==> config.mk <==
export PLATFORM = sky130hd
export DESIGN_NAME = alu_issue_ctrl
export DESIGN_NICKNAME = d
export VERILOG_FILES = /design/src/rtl/alu_issue_pkg.sv /design/src/rtl/alu_regfile.sv /design/src/rtl/alu_issue_ctrl.sv
export SDC_FILE = /design/constraint.sdc
export NUM_CORES = 1
export LEC_CHECK = 0
export CAP_MARGIN = 20
export CORE_MARGIN = 2
export CORE_UTILIZATION = 28
export CTS_CLUSTER_SIZE = 40
export DETAILED_ROUTE_END_ITERATION = 6
export GPL_ROUTABILITY_DRIVEN = 0
export PLACE_DENSITY = 0.57
export SETUP_SLACK_MARGIN = 0.05
export SYNTH_ARGS = -nofsm -noshare
export SYNTH_HDL_FRONTEND = slang
export SYNTH_SLANG_ARGS = --single-unit
==> constraint.sdc <==
create_clock -name clk -period 2 [get_ports clk]
set_input_delay 0.4 -clock clk [delete_from_list [all_inputs] [get_ports clk]]
set_output_delay 0.4 -clock clk [all_outputs]
set_load 0.02 [all_outputs]
==> src/rtl/alu_issue_pkg.sv <==
// Shared constants for the ALU issue controller: datapath width, FSM encoding
// and the ALU mode codes.
package alu_issue_pkg;

    localparam int N = 4;

    localparam logic [1:0] ST_IDLE  = 2'd0;
    localparam logic [1:0] ST_ISSUE = 2'd1;
    localparam logic [1:0] ST_WB    = 2'd2;

    localparam logic [2:0] MODE_ADD = 3'b000;
    localparam logic [2:0] MODE_SUB = 3'b001;
    localparam logic [2:0] MODE_AND = 3'b010;
    localparam logic [2:0] MODE_OR  = 3'b011;
    localparam logic [2:0] MODE_XOR = 3'b100;
    localparam logic [2:0] MODE_NOT = 3'b101;
    localparam logic [2:0] MODE_INC = 3'b110;
    localparam logic [2:0] MODE_DEC = 3'b111;

    // Only add/sub produce a carry/borrow that is kept in flag_c.
    function automatic logic mode_sets_carry(input logic [2:0] mode);
        return (mode == MODE_ADD) || (mode == MODE_SUB);
    endfunction

endpackage

==> src/rtl/alu_regfile.sv <==
// 4-entry register file: three combinational read ports, an external write
// port and a writeback port that wins on an address collision.
module alu_regfile #(
    parameter int W = alu_issue_pkg::N
) (
    input  logic         clk,
    input  logic         rst,
    input  logic [1:0]   ra_addr_i,
    output logic [W-1:0] ra_data_o,
    input  logic [1:0]   rb_addr_i,
    output logic [W-1:0] rb_data_o,
    input  logic [1:0]   rc_addr_i,
    output logic [W-1:0] rc_data_o,
    input  logic         wb_en_i,
    input  logic [1:0]   wb_addr_i,
    input  logic [W-1:0] wb_data_i,
    input  logic         ext_en_i,
    input  logic [1:0]   ext_addr_i,
    input  logic [W-1:0] ext_data_i
);
    import alu_issue_pkg::*;

    logic [W-1:0] regs_q [4];

    assign ra_data_o = regs_q[ra_addr_i];
    assign rb_data_o = regs_q[rb_addr_i];
    assign rc_data_o = regs_q[rc_addr_i];

    // Writeback is issued last so it overrides a same-address external write.
    always_ff @(posedge clk) begin
        if (rst) begin
            for (int i = 0; i < 4; i++) regs_q[i] <= '0;
        end else begin
            if (ext_en_i) regs_q[ext_addr_i] <= ext_data_i;
            if (wb_en_i)  regs_q[wb_addr_i]  <= wb_data_i;
        end
    end

endmodule

==> src/rtl/alu_issue_ctrl.sv <==
// Issues one command at a time to an external ALU, captures its result and
// writes it back to the register file together with carry/zero flags.
//
// state    | meaning
// IDLE     | ready for a command; operands latched on accept
// ISSUE    | registered operands presented to the ALU; result captured at exit
// WB       | done pulse; result and flags written at exit
module alu_issue_ctrl #(
    parameter int N = alu_issue_pkg::N
) (
    input  logic         clk,
    input  logic         rst,
    input  logic         in_valid,
    output logic         in_ready,
    input  logic [2:0]   in_op,
    input  logic [1:0]   in_ra,
    input  logic [1:0]   in_rb,
    input  logic [1:0]   in_rd,
    input  logic         in_use_cb,
    input  logic         wr_en,
    input  logic [1:0]   wr_addr,
    input  logic [N-1:0] wr_data,
    input  logic [1:0]   rd_addr,
    output logic [N-1:0] rd_data,
    output logic [N-1:0] alu_a,
    output logic [N-1:0] alu_b,
    output logic         alu_cb_in,
    output logic [2:0]   alu_mode,
    input  logic [N-1:0] alu_result,
    input  logic         alu_cb_out,
    output logic         done,
    output logic         flag_c,
    output logic         flag_z
);
    import alu_issue_pkg::*;

    logic [1:0]   state_q, state_d;
    logic [N-1:0] alu_a_q, alu_b_q, res_q;
    logic [2:0]   alu_mode_q;
    logic         alu_cb_in_q, cout_q;
    logic [1:0]   rd_q;
    logic         flag_c_q, flag_z_q;
    logic [N-1:0] ra_data, rb_data;
    logic         accept, wb_fire;

    assign accept  = in_valid && (state_q == ST_IDLE);
    assign wb_fire = (state_q == ST_WB);

    always_comb begin
        state_d = state_q;
        case (state_q)
            ST_IDLE:  if (accept) state_d = ST_ISSUE;
            ST_ISSUE: state_d = ST_WB;
            ST_WB:    state_d = ST_IDLE;
            default:  state_d = ST_IDLE;
        endcase
    end

    always_ff @(posedge clk) begin
        if (rst) begin
            state_q     <= ST_IDLE;
            alu_a_q     <= '0;
            alu_b_q     <= '0;
            alu_mode_q  <= MODE_ADD;
            alu_cb_in_q <= 1'b0;
            rd_q        <= '0;
            res_q       <= '0;
            cout_q      <= 1'b0;
            flag_c_q    <= 1'b0;
            flag_z_q    <= 1'b0;
        end else begin
            state_q <= state_d;
            if (accept) begin
                alu_a_q     <= ra_data;
                alu_b_q     <= rb_data;
                alu_mode_q  <= in_op;
                alu_cb_in_q <= in_use_cb & flag_c_q;
                rd_q        <= in_rd;
            end
            if (state_q == ST_ISSUE) begin
                res_q  <= alu_result;
                cout_q <= alu_cb_out;
            end
            if (wb_fire) begin
                flag_c_q <= mode_sets_carry(alu_mode_q) & cout_q;
                flag_z_q <= (res_q == '0);
            end
        end
    end

    alu_regfile #(.W(N)) u_regfile (
        .clk        (clk),
        .rst        (rst),
        .ra_addr_i  (in_ra),
        .ra_data_o  (ra_data),
        .rb_addr_i  (in_rb),
        .rb_data_o  (rb_data),
        .rc_addr_i  (rd_addr),
        .rc_data_o  (rd_data),
        .wb_en_i    (wb_fire),
        .wb_addr_i  (rd_q),
        .wb_data_i  (res_q),
        .ext_en_i   (wr_en),
        .ext_addr_i (wr_addr),
        .ext_data_i (wr_data)
    );

    assign in_ready  = (state_q == ST_IDLE);
    assign done      = wb_fire;
    assign alu_a     = alu_a_q;
    assign alu_b     = alu_b_q;
    assign alu_mode  = alu_mode_q;
    assign alu_cb_in = alu_cb_in_q;
    assign flag_c    = flag_c_q;
    assign flag_z    = flag_z_q;

endmodule

# --- Yosys cells after proc, flatten, opt, wreduce, memory -nomap -nowiden ---
# Memory sizes are Yosys's and may differ from the RTL's. A register that Yosys moved wholly into a read port is not among the register bits.
# Cells that the tools add are included.
classes:
  eq_ne: 4
  muxes: 16
  bitwise_logic: 2
  reduce_logical: 7
ops:
  columns: ["cell", "count"]
  rows:
  - ["$mux 1", 10]
  - ["$mux 4", 2]
  - ["$reduce_or 4->1", 2]
  - ["$mux 2", 3]
  - ["$logic_not 4->1", 1]
  - ["$pmux 2 s2", 1]
  - ["$eq 3x1->1 const B", 1]
  - ["$logic_not 3->1", 1]
  - ["$and 1x1->1", 2]
  - ["$eq 2x1->1 const B", 1]
  - ["$eq 2x2->1 const B", 1]
  - ["$logic_not 2->1", 1]
  - ["$ne 2x1->1 const B", 1]
  - ["$logic_and 1x1->1", 1]
  - ["$logic_or 1x1->1", 1]
word_totals:
  register_bits: 15
  ramBits: 16
  in_bits: 27
  output_inout_bits: 20
  elab_cells: 38
  mem_count: 1
memory_table:
  columns: ["name", "words", "width", "rd", "rd_clocked_by_memory_dff", "write_ports", "line_no", "rtl"]
  rows:
  - ["u_regfile.regs_q", 4, 4, 3, 2, 4, "alu_regfile.sv:23", "logic [W-1:0] regs_q [4];"]

# --- Depth between registers and ports, before layout ---
logic_depth:
  ltp_word: 6
  ltp_mapped: 6
  ltp_nobuf: 3

# --- By module ---
# Synthesis repeated with hierarchy kept, for this count alone.
unflattened:
  hier_cells: 163
  area_unflattened_um2: 1960.6
by_module_without_submodules:
  columns: ["mod", "instances", "cells_per_inst", "area_each_um2", "seq_area_each_um2"]
  rows:
  - ["alu_regfile", 1, 68, 1132.3, 480.5]
  - ["alu_issue_ctrl", 1, 95, 828.3, 460.4]

# --- Worst setup path before layout ---
# No wires, ideal clock.
synth_path:
  path_type: "reg-to-reg"
  startpoint: "register state_q[1]"
  endpoint: "memory u_regfile.regs_q[2][0] (netlist bit) (enable)"
  setup_ns: 0.299
  arrival_ns: 1.216
  required_time_ns: 1.701
  setup_slack_ns: 0.485
  path_stages_with_launch: 4
  path_buffers: 0
  synth_period_minus_slack_ns: 1.515
  cell_sequence: "dfxtp_1 -> or3b_1 -> nor2_1 -> or3b_2"
synth_rtl:
  columns: ["item", "line_no", "rtl"]
  rows:
  - ["start: declaration", "alu_issue_ctrl.sv:37", "logic [1:0] state_q, state_d;"]
  - ["start signal: assignment", "alu_issue_ctrl.sv:72", "state_q <= state_d;"]
  - ["end: declaration", "alu_regfile.sv:23", null]

==> flow_summary_export.csv <==
group,metric,value,unit
status,status,"complete, no violations",
routing,via_count,1493,
critical_path,cp.required,1.60,ns
critical_path,path_buf_inv,1,
placement,port_buffers,46,
critical_path,critPathTopFamily,"multiplexers",
clock_network,cts_root_buf,"clkbuf_8",
routing,drt_wl_total,4260,µm
run,maxCapViolations,0,
die,core-area,6720,µm²
synthesis,synth_cell_types,27,
synthesis,syn_area,1920,µm²
clock_network,clock_path_buffers,2,
timing,setup_viol,0,
die,row_count,30,
clock_network,cts_num_sinks,39,
cells_and_area,mostFrequentLayoutCells,"39 x clkdlybuf4s50_1, 36 x nand2_1, 23 x dfxtp_1",
routing,drc_errors,0,
die,die-area,7540,µm²
cells_and_area,diodes,0,
synthesis,synth_warnings,0,
cells_and_area,instances_no_fill,313,
routing,first_pass_iters,4,
timing,period_needed,1.90,ns
routing,wl_per_cell,13.6,µm
routing,antenna_left,0,
timing,fin_setup_tns,0,ns
global_routing,grt_usage,11.8,%
critical_path,startpoint_type,"flop",
timing,hold_violations,0,
critical_path,crit_chain,"mux4_2 > clkdlybuf4s15_1",
critical_path,endpoint_kind,"output port",
global_routing,antenna_found_initial,0,
synthesis,yosysSeqAreaShare,49.0,%
clock_network,clk_pin_slew_worst_paths,0.07,ns
die,initial_utilization,28.6,%
placement,dp.final_hpwl,3330,µm
synthesis,syn_nets,200,
placement,preCtsSetupSlack,-0.551,ns
timing,tightest_slew,0.500,ns
timing,fmax,0.527,GHz
clock_network,cts_htree_levels,2,
timing,drv_slew,0,
global_routing,grt_pass1_vias,1374,
critical_path,critPathSlowestCell,"mux4_2",
worst_hold_path,min_path_type,"reg -> reg",
timing,rsz0062_at_grt,"no",
clock_network,clk_latency,0.29,ns
cells_and_area,area_growth,38.3,%
pwr,p_per_area,695,nW/µm²
timing,setup_ws,0.101,ns
pwr,ir_drop,0.278,mV
pwr,total_power,1.85,mW
global_routing,grt_max_degree,25,
placement,dpl.cell_count,301,
placement,dpl_cell_area,2530,µm²
critical_path,cp_slowest_stage_delay,0.47,ns
critical_path,critPathArrivalTime,1.50,ns
global_routing,grt_overflow,0,
routing,vias_per_cell,4.77,
pwr,p_leak,1.01,nW
cells_and_area,num-nets-final,259,
die,io_pins,47,
clock_network,cts_tree,"done",
cells_and_area,drive_gt1_share,17.2,%
cells_and_area,mostFrequentLayoutCell,"clkdlybuf4s50_1",
synthesis,synth_seq_cells,39,
synthesis,synthCells,173,
synthesis,synth_area_per_cell,11.1,µm²
clock_network,cts_hold_buf,0,
timing,final.setup_skew,0.00574,ns
timing,fin_crit_sh,94.9,%
timing,slew_headroom,66.7,%
global_routing,grt_pass1_wl,6760,µm
cells_and_area,postLayoutCellArea,2660,µm²
critical_path,r2r_slack,0.42,ns
clock_network,cts-buffers-inserted,5,
die,die_w,86.8,µm
critical_path,crit_type,"reg -> out",
critical_path,cp_max_fo,3,
routing,drtIter0Drc,62,
die,die_h,86.8,µm
==> through the flow <==
step / util (%) / hold slack [ns]
final: 39.6 / 0.455
after global routing: 39.6 / 0.471
after CTS: 39.3 / 0.457
after detailed placement: 37.6 / 0.446
after global placement: 37.6 / 0.439
after floorplan: - / 0.455
==> cell type report <==
class                   instances  area (µm²)
inverters                       4        15.0
flip-flops and latches         39         941
fillers                       659        4060
multi-input cells             121         927
clock inverters                 3        38.8
well taps                      80         100
clock buffers                   5        68.8
repair buffers                 61         567
==> power breakdown <==
part / internal (mW) / leakage, nW / switching [mW]
Sequential: 0.873 / 0.354 / 0.0368
Combinational: 0.169 / 0.603 / 0.137
Clock: 0.365 / 0.0556 / 0.265
Total: 1.41 / 1.01 / 0.439
==> cell usage after synthesis <==
master / count / area [µm²]
a22o_1: 8 / 70.1
a311o_1: 1 / 10.0
nand2_1: 36 / 135
nand3_1: 1 / 5.00
a21oi_1: 15 / 75.1
nor2_1: 14 / 52.6
or3_1: 1 / 6.26
dfxtp_1: 23 / 460
mux2i_1: 15 / 150
o21ba_1: 1 / 10.0
edfxtp_1: 16 / 480
mux4_2: 12 / 270
buf_2: 4 / 20.0
or4b_1: 1 / 10.0
nand3b_1: 1 / 7.51
inv_1: 4 / 15.0
nor3_2: 1 / 10.0
clkbuf_1: 5 / 18.8
nor3b_1: 2 / 15.0
nor3b_2: 1 / 12.5
nor4bb_1: 1 / 10.0
nor2b_1: 2 / 12.5
or4bb_1: 1 / 11.3
or3b_1: 2 / 17.5
nor4_1: 1 / 6.26
nand2b_1: 2 / 12.5
or3b_2: 2 / 17.5
==> cell families (layout without fill, tap and decap cells) <==
group,count (synthesis),count (layout),share of synthesized area [%]
buf+inv,13,73,2.80
mux,27,27,21.9
simple gates,69,69,17.8
compound gates,25,25,8.59
flops,39,39,49.0
==> repair_timing <==
item / in CTS / in global routing
setup endpoints to repair: 5 / 4
setup buffers: 2 / 2
pin swaps: 0 / 0
resized for setup: 10 / 4
==> worst register-to-register path: cells and delay by family, from the launching register on <==
family	cells	cell delay [ns]
AOI/OAI and AO/OA	2	0.44
DFF	1	0.46
and+or+nand+nor	1	0.43
==> registers in the layout, summed over array words and instances (netlist names) <==
signal            cells
flag_c                1
res_q                 4
alu_a                 4
rd_q                  2
alu_b                 4
u_regfile.regs_q     16
alu_cb_in             1
flag_z                1
cout_q                1
alu_mode              3
state_q               2
==> layer usage <==
layer  GRT usage [%]  vias to the layer above  routed length [µm]
met2            19.2                       32                2030
li1                -                      751                   -
met4            3.41                        0                  38
met3            4.29                        4                 181
met1            14.8                      706                2010
met5               0                        -                   0
==> worst paths after layout <==
check	startpoint	to	cells after the start
max	u_regfile.regs_q[0][0]$_DFFE_PP_	rd_data[0]	2
min	alu_a[1]$_SDFFE_PP0P_	alu_a[1]$_SDFFE_PP0P_	2
max reg2reg	state_q[1]$_SDFFE_PP0P_	u_regfile.regs_q[2][1]$_DFFE_PP_	3
min reg2reg	alu_a[1]$_SDFFE_PP0P_	alu_a[1]$_SDFFE_PP0P_	2
Power figures use the tool's default switching activity.
